===== src/rtl/fmul_retire.sv =====
// ----------------------------------------------------------------------------
// fmul_retire
//   Result/retire stage placed behind the combinational single-precision
//   multiplier. Each result, its exception flag vector and its tag are queued
//   in a small in-order FIFO and offered to the consumer over valid/ready.
//   IEEE exception flags are accumulated into the sticky fflags register when
//   an entry retires (pops), and retired operations are counted.
//
// Parameters
//   DEPTH  FIFO entries (power of two, >= 2)
//   TAG_W  width of the operation tag
//   CNT_W  width of the retired-operation counter
//
// Ports
//   clk         clock, rising edge
//   reset       asynchronous active-low reset
//   in_valid    multiplier result valid          in_ready   stage can accept
//   in_rslt     32-bit result                    in_flag    {NV,DZ,OF,UF,NX}
//   in_tag      operation tag
//   out_valid   head entry valid                 out_ready  consumer accepts
//   out_rslt    head result                      out_flag   head flags
//   out_tag     head tag
//   csr_we      software write of sticky flags   csr_wdata  value written
//   fflags      sticky accumulated flags
//   count       FIFO occupancy                   retire_cnt retired ops
//
// Optional feature (macro FMUL_TRAP_EN)
//   trap_mask   input: flags that raise a trap on retire
//   trap        output: one-cycle pulse after a trapping retire
//   trap_tag    output: tag of the last trapping retire
// ----------------------------------------------------------------------------
module fmul_retire #(
  parameter int DEPTH = 2,
  parameter int TAG_W = 4,
  parameter int CNT_W = 16
) (
  input  logic                   clk,
  input  logic                   reset,
  input  logic                   in_valid,
  output logic                   in_ready,
  input  logic [31:0]            in_rslt,
  input  logic [4:0]             in_flag,
  input  logic [TAG_W-1:0]       in_tag,
  output logic                   out_valid,
  input  logic                   out_ready,
  output logic [31:0]            out_rslt,
  output logic [4:0]             out_flag,
  output logic [TAG_W-1:0]       out_tag,
  input  logic                   csr_we,
  input  logic [4:0]             csr_wdata,
  output logic [4:0]             fflags,
  output logic [$clog2(DEPTH):0] count,
  output logic [CNT_W-1:0]       retire_cnt
`ifdef FMUL_TRAP_EN
  ,
  input  logic [4:0]             trap_mask,
  output logic                   trap,
  output logic [TAG_W-1:0]       trap_tag
`endif
);

  localparam int PTR_W = $clog2(DEPTH);
  localparam int CW    = PTR_W + 1;

  typedef logic [PTR_W-1:0] ptr_t;
  typedef logic [CW-1:0]    cnt_t;

  localparam cnt_t CNT_FULL = cnt_t'(DEPTH);

  typedef struct packed {
    logic [31:0]      rslt;
    logic [4:0]       flag;
    logic [TAG_W-1:0] tag;
  } entry_t;

  entry_t           mem_q [DEPTH];
  entry_t           head;

  ptr_t             wr_ptr_q, wr_ptr_d;
  ptr_t             rd_ptr_q, rd_ptr_d;
  cnt_t             count_q, count_d;
  logic [4:0]       fflags_q, fflags_d;
  logic [CNT_W-1:0] retire_cnt_q, retire_cnt_d;

  logic             push;
  logic             pop;

  // Full/empty come from the registered occupancy only, so in_ready never
  // depends combinationally on out_ready; a full FIFO refuses a push even
  // when a pop happens in the same cycle.
  assign in_ready  = (count_q != CNT_FULL);
  assign out_valid = (count_q != '0);
  assign push      = in_valid & in_ready;
  assign pop       = out_valid & out_ready;

  assign head      = mem_q[rd_ptr_q];

  // Storage holds stale data when empty; gate so the outputs read zero.
  assign out_rslt  = out_valid ? head.rslt : '0;
  assign out_flag  = out_valid ? head.flag : '0;
  assign out_tag   = out_valid ? head.tag  : '0;

  assign fflags     = fflags_q;
  assign count      = count_q;
  assign retire_cnt = retire_cnt_q;

  always_comb begin
    // NOTE: every always_comb output gets a default first so no path leaves it unassigned (no latch).
    wr_ptr_d     = wr_ptr_q;
    rd_ptr_d     = rd_ptr_q;
    count_d      = count_q;
    fflags_d     = fflags_q;
    retire_cnt_d = retire_cnt_q;

    if (push) wr_ptr_d = wr_ptr_q + ptr_t'(1);   // DEPTH is a power of two: natural wrap
    if (pop)  rd_ptr_d = rd_ptr_q + ptr_t'(1);

    unique case ({push, pop})
      2'b10:   count_d = count_q + cnt_t'(1);
      2'b01:   count_d = count_q - cnt_t'(1);
      default: count_d = count_q;
    endcase

    // A software write and a same-cycle retire both take effect.
    fflags_d = (csr_we ? csr_wdata : fflags_q) | (pop ? head.flag : 5'b0);

    if (pop) retire_cnt_d = retire_cnt_q + CNT_W'(1);
  end

  always_ff @(posedge clk or negedge reset) begin
    if (!reset) begin
      wr_ptr_q     <= '0;
      rd_ptr_q     <= '0;
      count_q      <= '0;
      fflags_q     <= '0;
      retire_cnt_q <= '0;
    end else begin
      // NOTE: sequential state uses non-blocking assignments so every register samples pre-edge values.
      wr_ptr_q     <= wr_ptr_d;
      rd_ptr_q     <= rd_ptr_d;
      count_q      <= count_d;
      fflags_q     <= fflags_d;
      retire_cnt_q <= retire_cnt_d;
    end
  end

  // NOTE: the entry storage is deliberately not reset; count gates validity, and unreset RAM maps to cheaper cells.
  always_ff @(posedge clk) begin
    if (push) mem_q[wr_ptr_q] <= '{rslt: in_rslt, flag: in_flag, tag: in_tag};
  end

`ifdef FMUL_TRAP_EN
  logic             trap_q, trap_d;
  logic [TAG_W-1:0] trap_tag_q, trap_tag_d;

  // Trap decision uses the retiring entry's flags; fflags is unaffected.
  always_comb begin
    trap_d     = pop && ((head.flag & trap_mask) != 5'b0);
    trap_tag_d = trap_d ? head.tag : trap_tag_q;
  end

  always_ff @(posedge clk or negedge reset) begin
    if (!reset) begin
      trap_q     <= 1'b0;
      trap_tag_q <= '0;
    end else begin
      trap_q     <= trap_d;
      trap_tag_q <= trap_tag_d;
    end
  end

  assign trap     = trap_q;
  assign trap_tag = trap_tag_q;
`endif

endmodule


===== config.mk =====
export PLATFORM = sky130hd
export DESIGN_NAME = fmul_retire
export DESIGN_NICKNAME = d
export VERILOG_FILES = /design/src/rtl/fmul_retire.sv
export SDC_FILE = /design/constraint.sdc
export NUM_CORES = 1
export LEC_CHECK = 0
export CAP_MARGIN = 0
export CORE_UTILIZATION = 50
export CTS_BUF_LIST = sky130_fd_sc_hd__clkbuf_4 sky130_fd_sc_hd__clkbuf_8 sky130_fd_sc_hd__clkbuf_16
export CTS_CLUSTER_SIZE = 30
export DETAILED_ROUTE_END_ITERATION = 6
export HOLD_SLACK_MARGIN = 0.02
export PLACE_DENSITY_LB_ADDON = 0.15
export RECOVER_POWER = 50
export SKIP_CTS_REPAIR_TIMING = 1
export SYNTH_ARGS = -nofsm -noshare
export SYNTH_HDL_FRONTEND = slang
export SYNTH_SLANG_ARGS = --single-unit

===== constraint.sdc =====
create_clock -name clk -period 6.96 [get_ports clk]
set_input_delay 1.392 -clock clk [delete_from_list [all_inputs] [get_ports clk]]
set_output_delay 1.392 -clock clk [all_outputs]
set_load 0.03 [all_outputs]

==> summary.md, run 1 <==
| Metric | Value |
|---|---|
| Status | finished with violations |
| Failing checks | capacitance limit, slew limit |
| Worst Setup Start Kind | flop |
| Crit path kind | flop to primary output |
| Synth Cell Area | 0.00422 mm2 |
| Sequential fraction of the synthesis area | around 73% |
| Min-Delay Path Class | flop to flop |
| Via-to-Cell Ratio | 5.07 |
| CP bufs+invs | 1 |
| Post-Synthesis Cells | 264 |
| Most common cell after layout, fill and taps aside | edfxtp_1 |
| Sink Count | 107 |
| Number of synthesized register bits | 107 |
| Count of port buffers added during placement | approximately 120 |
| Worst Setup End Kind | primary output |
| Post-synth cell types | 27 |
| Root buf cell | clkbuf_8 |
| Placed cells | roughly 480 |
| Routed Antenna Nets | 0 |
| Fillers | roughly 580 |
| Synthesized Nets | 317 |
| Critical Path RT | 5.57 ns |
| LEAKAGE | 2.14 nW |
| Slew Limit Fails | 20 |
| Syn_area_per_cell | 16.0 um2 |
| Total die area | 0.00881 mm2 |
| Top Family by Delay on Critical Path | simple AND/OR/NAND/NOR gates |
| Number of DRC markers in iteration 0 | between 60 and 70 |
| Min cycle time layout | 3.87 ns |
| Synth top area cells | edfxtp_1, dfrtp_1, mux2i_1 |
| CP Cell Sequence | nor2_4 -> nor2_1 -> clkdlybuf4s50_1 |
| Total global routing overflow | 0 |
| Skew final | about 0.0053 ns |
| Clk Latency, worst-skew pair | 0.34 ns |
| H-tree levels | 3 |
| Internal power | about 0.0015 W |
| Hold Vio Cnt, Final | 0 |
| Most frequent cells in the layout | edfxtp_1, clkdlybuf4s50_1, mux2i_1 |
| Fin nets | 435 |
| Multi-input logic area | 0.00102 mm2 |
| Post-DP Area | approximately 0.0055 mm2 |
| TritonCTS clock tree | built |
| Setup TNS | 0 ns |
| Total CTS buffers | 9 |
| Gp weighted congestion | 0.703 |
| Num rows | 33 |
| Finished Layout Cells | 494 |
| Rel. slew slack | -8.35% |
| Clock slew at reported path FFs | 0.09 ns |
| Routed len/inst | 15.5 um |
| Area growth from synthesis to layout | 32.8% |
| First-pass GRT wire length | 12200 um |
| Ys Warns | 0 |
| Worst-case clock buffer depth | 2 |
| Worst EP arrival | approximately 2.5 ns |
| Core area | about 0.008 mm2 |
| DRC Markers | 0 |
| Fin crit share | between 50% and 60% |
| Fraction of power consumed by sequential logic | 38.3% |
| GRT Overall Usage | 18.5% |
| Switching power | 0.000992 W |
| # Max-Cap Violations | 1 |
| Net Sw Frac | 40.3% |
| Post-route cell area | 0.00561 mm2 |
| # setup viols final | 0 |
| Share of the synthesized area in the top cell type | 58.3% |
| Initial Util | 51.6% |
| Initial antenna violation count | 2 |
| Die X-Extent | 93.9 um |
| Register area | 0.00309 mm2 |
| Peak VDD IR | roughly 0.27 mV |
| Fmax | 258 MHz |
| Critical-path top delay cell | nor2_4 |
| Largest net degree at the start of global routing | 43 |
| Fin util | 68.6% |
| Die H | 93.9 um |
| Ratio of cells with drive above 1 in the final layout | under 10% |
| WL final | 7650 um |
| PD cells | ~440 mW/mm2 |
| DP Wirelength | 5170 um |
| Synth area leader | edfxtp_1 |
| Via count | 2503 |
| Unrepaired setup endpoints after global routing | false |
| Worst Path Max Fanout | 42 |
| WHS | 0.495 ns |
| Slowest stage delay, CP | 0.80 ns |
| Worst Tran Pin Value | 1.62 ns |
| Vias in the first global route | approximately 2500 |
| Clock share of power | a little over an eighth |
| I/O pin count | ~120 |
| Drt pass-1 iters | 4 |
| Logic pwr share | 48.2% |
## per-layer routing
layer / vias up / GRT usage (%) / share of wire, %
li1: 1192 / - / -
met1: 1227 / 22.2 / 42
met2: 74 / 32.7 / 51
met3: 10 / 4.05 / 5.8
met4: 0 / 6.67 / 1.6
met5: - / 0 / 0
## power by group through the flow
stage                     clock, W  sequential (W)  combinational [W]
final                     0.000333        0.000942            0.00118
after global routing      0.000366        0.000959            0.00126
after CTS                 0.000340        0.000950            0.00122
after detailed placement         0        0.000964            0.00121
after global placement           0        0.000952            0.00120
after floorplan                  0        0.000994           0.000699
## cells in the mapped netlist (all sizes together)
cell	number
o211ai	1
nor4	2
nand3	5
xnor2	14
buf	11
or2	1
and3	2
o21ai	5
edfxtp	82
dfrtp	25
mux2i	46
nand2	5
ha	2
o2111ai	1
nor2	47
inv	3
mux2	1
nand4	4
xor2	6
or2b	1
## per-stage QoR
step | setup WS (ns) | power, W
6_report | 3.09 | 0.00246
5_1_grt | 2.90 | 0.00259
4_1_cts | 2.98 | 0.00251
3_5_place_dp | 3.37 | 0.00218
3_3_place_gp | 3.44 | 0.00216
2_1_floorplan | 3.30 | 0.00169
## registers in the layout, indices dropped and copies added, names as in the netlist
name	count
retire_cnt	16
count	2
fflags	5
wr_ptr_q	1
mem_q	82
rd_ptr_q	1
## final cells by class
class,instances,area share [%]
inverter,3,0.201
tap,105,2.34
sequential,107,55.1
timing repair buffer,118,21.0
multi-input combinational,143,18.2
clock buffer,10,2.34
clock inverter,6,0.737
antenna,2,0.0893
## cells by family after synthesis
group | synth area share (%)
simple gates | 8.06
buf+inv | 1.42
fa+ha+maj | 0.593
mux | 11.2
xor+xnor | 4.15
flops | 73.1
compound gates | 1.45
## path summary, 6_finish.rpt
| kind | end | depth (start not counted) | slack [ns] | startpoint |
|---|---|---|---|---|
| max in group asynchronous | rd_ptr_q$_DFFE_PN0P_ | 1 | 4.51 | reset |
| worst min register to register | retire_cnt[14]$_DFFE_PN0P_ | 1 | 0.49 | retire_cnt[14]$_DFFE_PN0P_ |
| worst max register to register | mem_q[0][28]$_DFFE_PP_ | 4 | 4.04 | count[0]$_DFFE_PN0P_ |
| worst min-delay path | retire_cnt[14]$_DFFE_PN0P_ | 1 | 0.49 | retire_cnt[14]$_DFFE_PN0P_ |
| worst max-delay path | out_rslt[21] | 3 | 3.09 | count[0]$_DFFE_PN0P_ |
| min in group asynchronous | fflags[3]$_DFF_PN0_ | 1 | 1.70 | reset |
Note: power is estimated with default switching activity, not from simulation.
==> run 2, diff against run 1 <==
--- a/config.mk
+++ b/config.mk
@@ -6,7 +6,7 @@
 export NUM_CORES = 1
 export LEC_CHECK = 0
 export CAP_MARGIN = 0
-export CORE_UTILIZATION = 50
+export CORE_UTILIZATION = 48
 export CTS_BUF_LIST = sky130_fd_sc_hd__clkbuf_4 sky130_fd_sc_hd__clkbuf_8 sky130_fd_sc_hd__clkbuf_16
 export CTS_CLUSTER_SIZE = 30
 export DETAILED_ROUTE_END_ITERATION = 6
==> constraint.sdc (replaced) <==
create_clock -name clk -period 3.85 [get_ports clk]
set_input_delay 0.77 -clock clk [delete_from_list [all_inputs] [get_ports clk]]
set_output_delay 0.77 -clock clk [all_outputs]
set_load 0.03 [all_outputs]
==> summary.md, run 2 (same netlist as run 1, synthesis figures left out) <==
| Metric | Value |
|---|---|
| GRT Overall Usage | between 10% and 20% |
| Skew final | 0.0112 ns |
| Rel. slew slack | 9.90% |
| Die X-Extent | 95.8 um |
| Total die area | approximately 0.0092 mm2 |
| Slew Limit Fails | 0 |
| Num rows | 33 |
| Die H | 95.8 um |
| Routed len/inst | 15.3 um |
| Worst Setup Start Kind | flop |
| Drt pass-1 iters | 4 |
| Worst-case clock buffer depth | 2 |
| Most frequent cells in the layout | edfxtp_1, clkdlybuf4s50_1, mux2i_1 |
| Clk Latency, worst-skew pair | 0.35 ns |
| Peak VDD IR | 0.442 mV |
| DP Wirelength | about 5200 um |
| Root buf cell | clkbuf_8 |
| Hold Vio Cnt, Final | 0 |
| I/O pin count | roughly 120 |
| FF-to-FF path depth | 9 |
| TritonCTS clock tree | built |
| Number of DRC markers in iteration 0 | 55 |
| First-pass GRT wire length | ~12000 um |
| DRC Markers | 0 |
| Unrepaired setup endpoints after global routing | false |
| Critical Path RT | about 3.1 ns |
| Fin nets | 438 |
| Fmax | 320 MHz |
| LEAKAGE | 2.16 nW |
| Max FFs per register | between 80 and 90 |
| Fillers | 602 |
| Setup TNS | 0 ns |
| Count of port buffers added during placement | 116 |
| WL final | 7570 um |
| Min cycle time layout | roughly 3.1 ns |
| Status | finished, final reports clean |
| Core area | between 0.008 and 0.009 mm2 |
| Sink Count | approximately 110 |
| Worst Setup End Kind | primary output |
| Gp weighted congestion | 0.728 |
| Worst Tran Pin Value | 1.35 ns |
| Initial antenna violation count | 1 |
| # setup viols final | 0 |
| Routed Antenna Nets | 0 |
| Critical R2R Capture | count[1]$_DFFE_PN0P_ |
| Area growth from synthesis to layout | 34.0% |
| Largest net degree at the start of global routing | 33 |
| R2R Setup Slk | between 1 and 1.5 ns |
| H-tree levels | 3 |
| Worst Hold Path Cells | 1 |
| Hold endpoint | retire_cnt[15]$_DFFE_PN0P_ |
| Crit path kind | flop to primary output |
| PD cells | 795 mW/mm2 |
| Min-Delay Path Class | flop to flop |
| Ratio of cells with drive above 1 in the final layout | 6.92% |
| Worst Path Max Fanout | 22 |
| Hold Path Origin | retire_cnt[15]$_DFFE_PN0P_ |
| Fin crit share | 81.2% |
| Total global routing overflow | 0 |
| Via count | 2488 |
| Clock slew at reported path FFs | 0.10 ns |
| Via-to-Cell Ratio | 5.02 |
| Biggest register | mem_q |
| # Max-Cap Violations | 0 |
| Overall power | around 0.0045 W |
| Vias in the first global route | between 2000 and 2500 |
| Total CTS buffers | 9 |
| Reg-to-reg startpoint | count[0]$_DFFE_PN0P_ |
| Most common cell after layout, fill and taps aside | edfxtp_1 |
| Worst EP arrival | between 2 and 2.5 ns |
| Initial Util | 50.4% |
run 2: worst max-delay path by stage:
stage	start	end	slack, ns	cells past startpoint
CTS	count[0]$_DFFE_PN0P_	out_rslt[29]	0.63	4
floorplan	count[0]$_DFFE_PN0P_	mem_q[0][0]$_DFFE_PP_	0.43	4
global route	count[0]$_DFFE_PN0P_	out_valid	0.59	4
detailed placement	count[0]$_DFFE_PN0P_	out_rslt[29]	1.02	4
finish	count[0]$_DFFE_PN0P_	out_rslt[29]	0.72	4
global placement	count[0]$_DFFE_PN0P_	out_flag[4]	1.09	4
run 2: stage by stage:
stage / cell area [um2] / hold slack [ns] / util, % / setup WS [ns] / cells
3_3_place_gp: 5540 / 0.462 / 66.1 / 1.09 / 479
5_1_grt: 5660 / 0.510 / 67.5 / 0.593 / 496
3_5_place_dp: 5540 / 0.480 / 66.1 / 1.02 / 479
6_report: 5660 / 0.489 / 67.5 / 0.725 / 496
2_1_floorplan: 4220 / 0.461 / - / 0.427 / 264
4_1_cts: 5710 / 0.497 / 68.2 / 0.630 / 495
run 2: per-layer routing:
layer	up-vias	wire length, um	GRT usage, %
met2	75	3820	29.6
met4	0	30	4.73
met1	1215	3240	21.3
li1	1196	-	-
met3	2	488	4.90
met5	-	0	0
run 2: layout make-up:
cell class / instances / area, um2 / area share (%)
antenna: 1 / 2.50 / 0.0442
clock buffer: 9 / 124 / 2.19
clock inverter: 7 / 51.3 / 0.907
inverter: 3 / 11.3 / 0.199
multi-input combinational: 143 / 1030 / 18.1
sequential: 107 / 3090 / 54.6
tap: 105 / 131 / 2.32
timing repair buffer: 121 / 1220 / 21.6
run 2: power breakdown:
part           switching, W  total [W]  internal [W]
Clock              0.000375   0.000614      0.000239
Combinational       0.00128    0.00217      0.000889
Sequential         0.000162    0.00171       0.00155
Total               0.00182    0.00450       0.00268
run 2: critical path, cell delays in order (launching register included):
cell and delay [ns]:
dfrtp_1 0.49, nor2_4 0.46, buf_4 0.36, nor2_1 0.09
clkdlybuf4s50_1 0.61
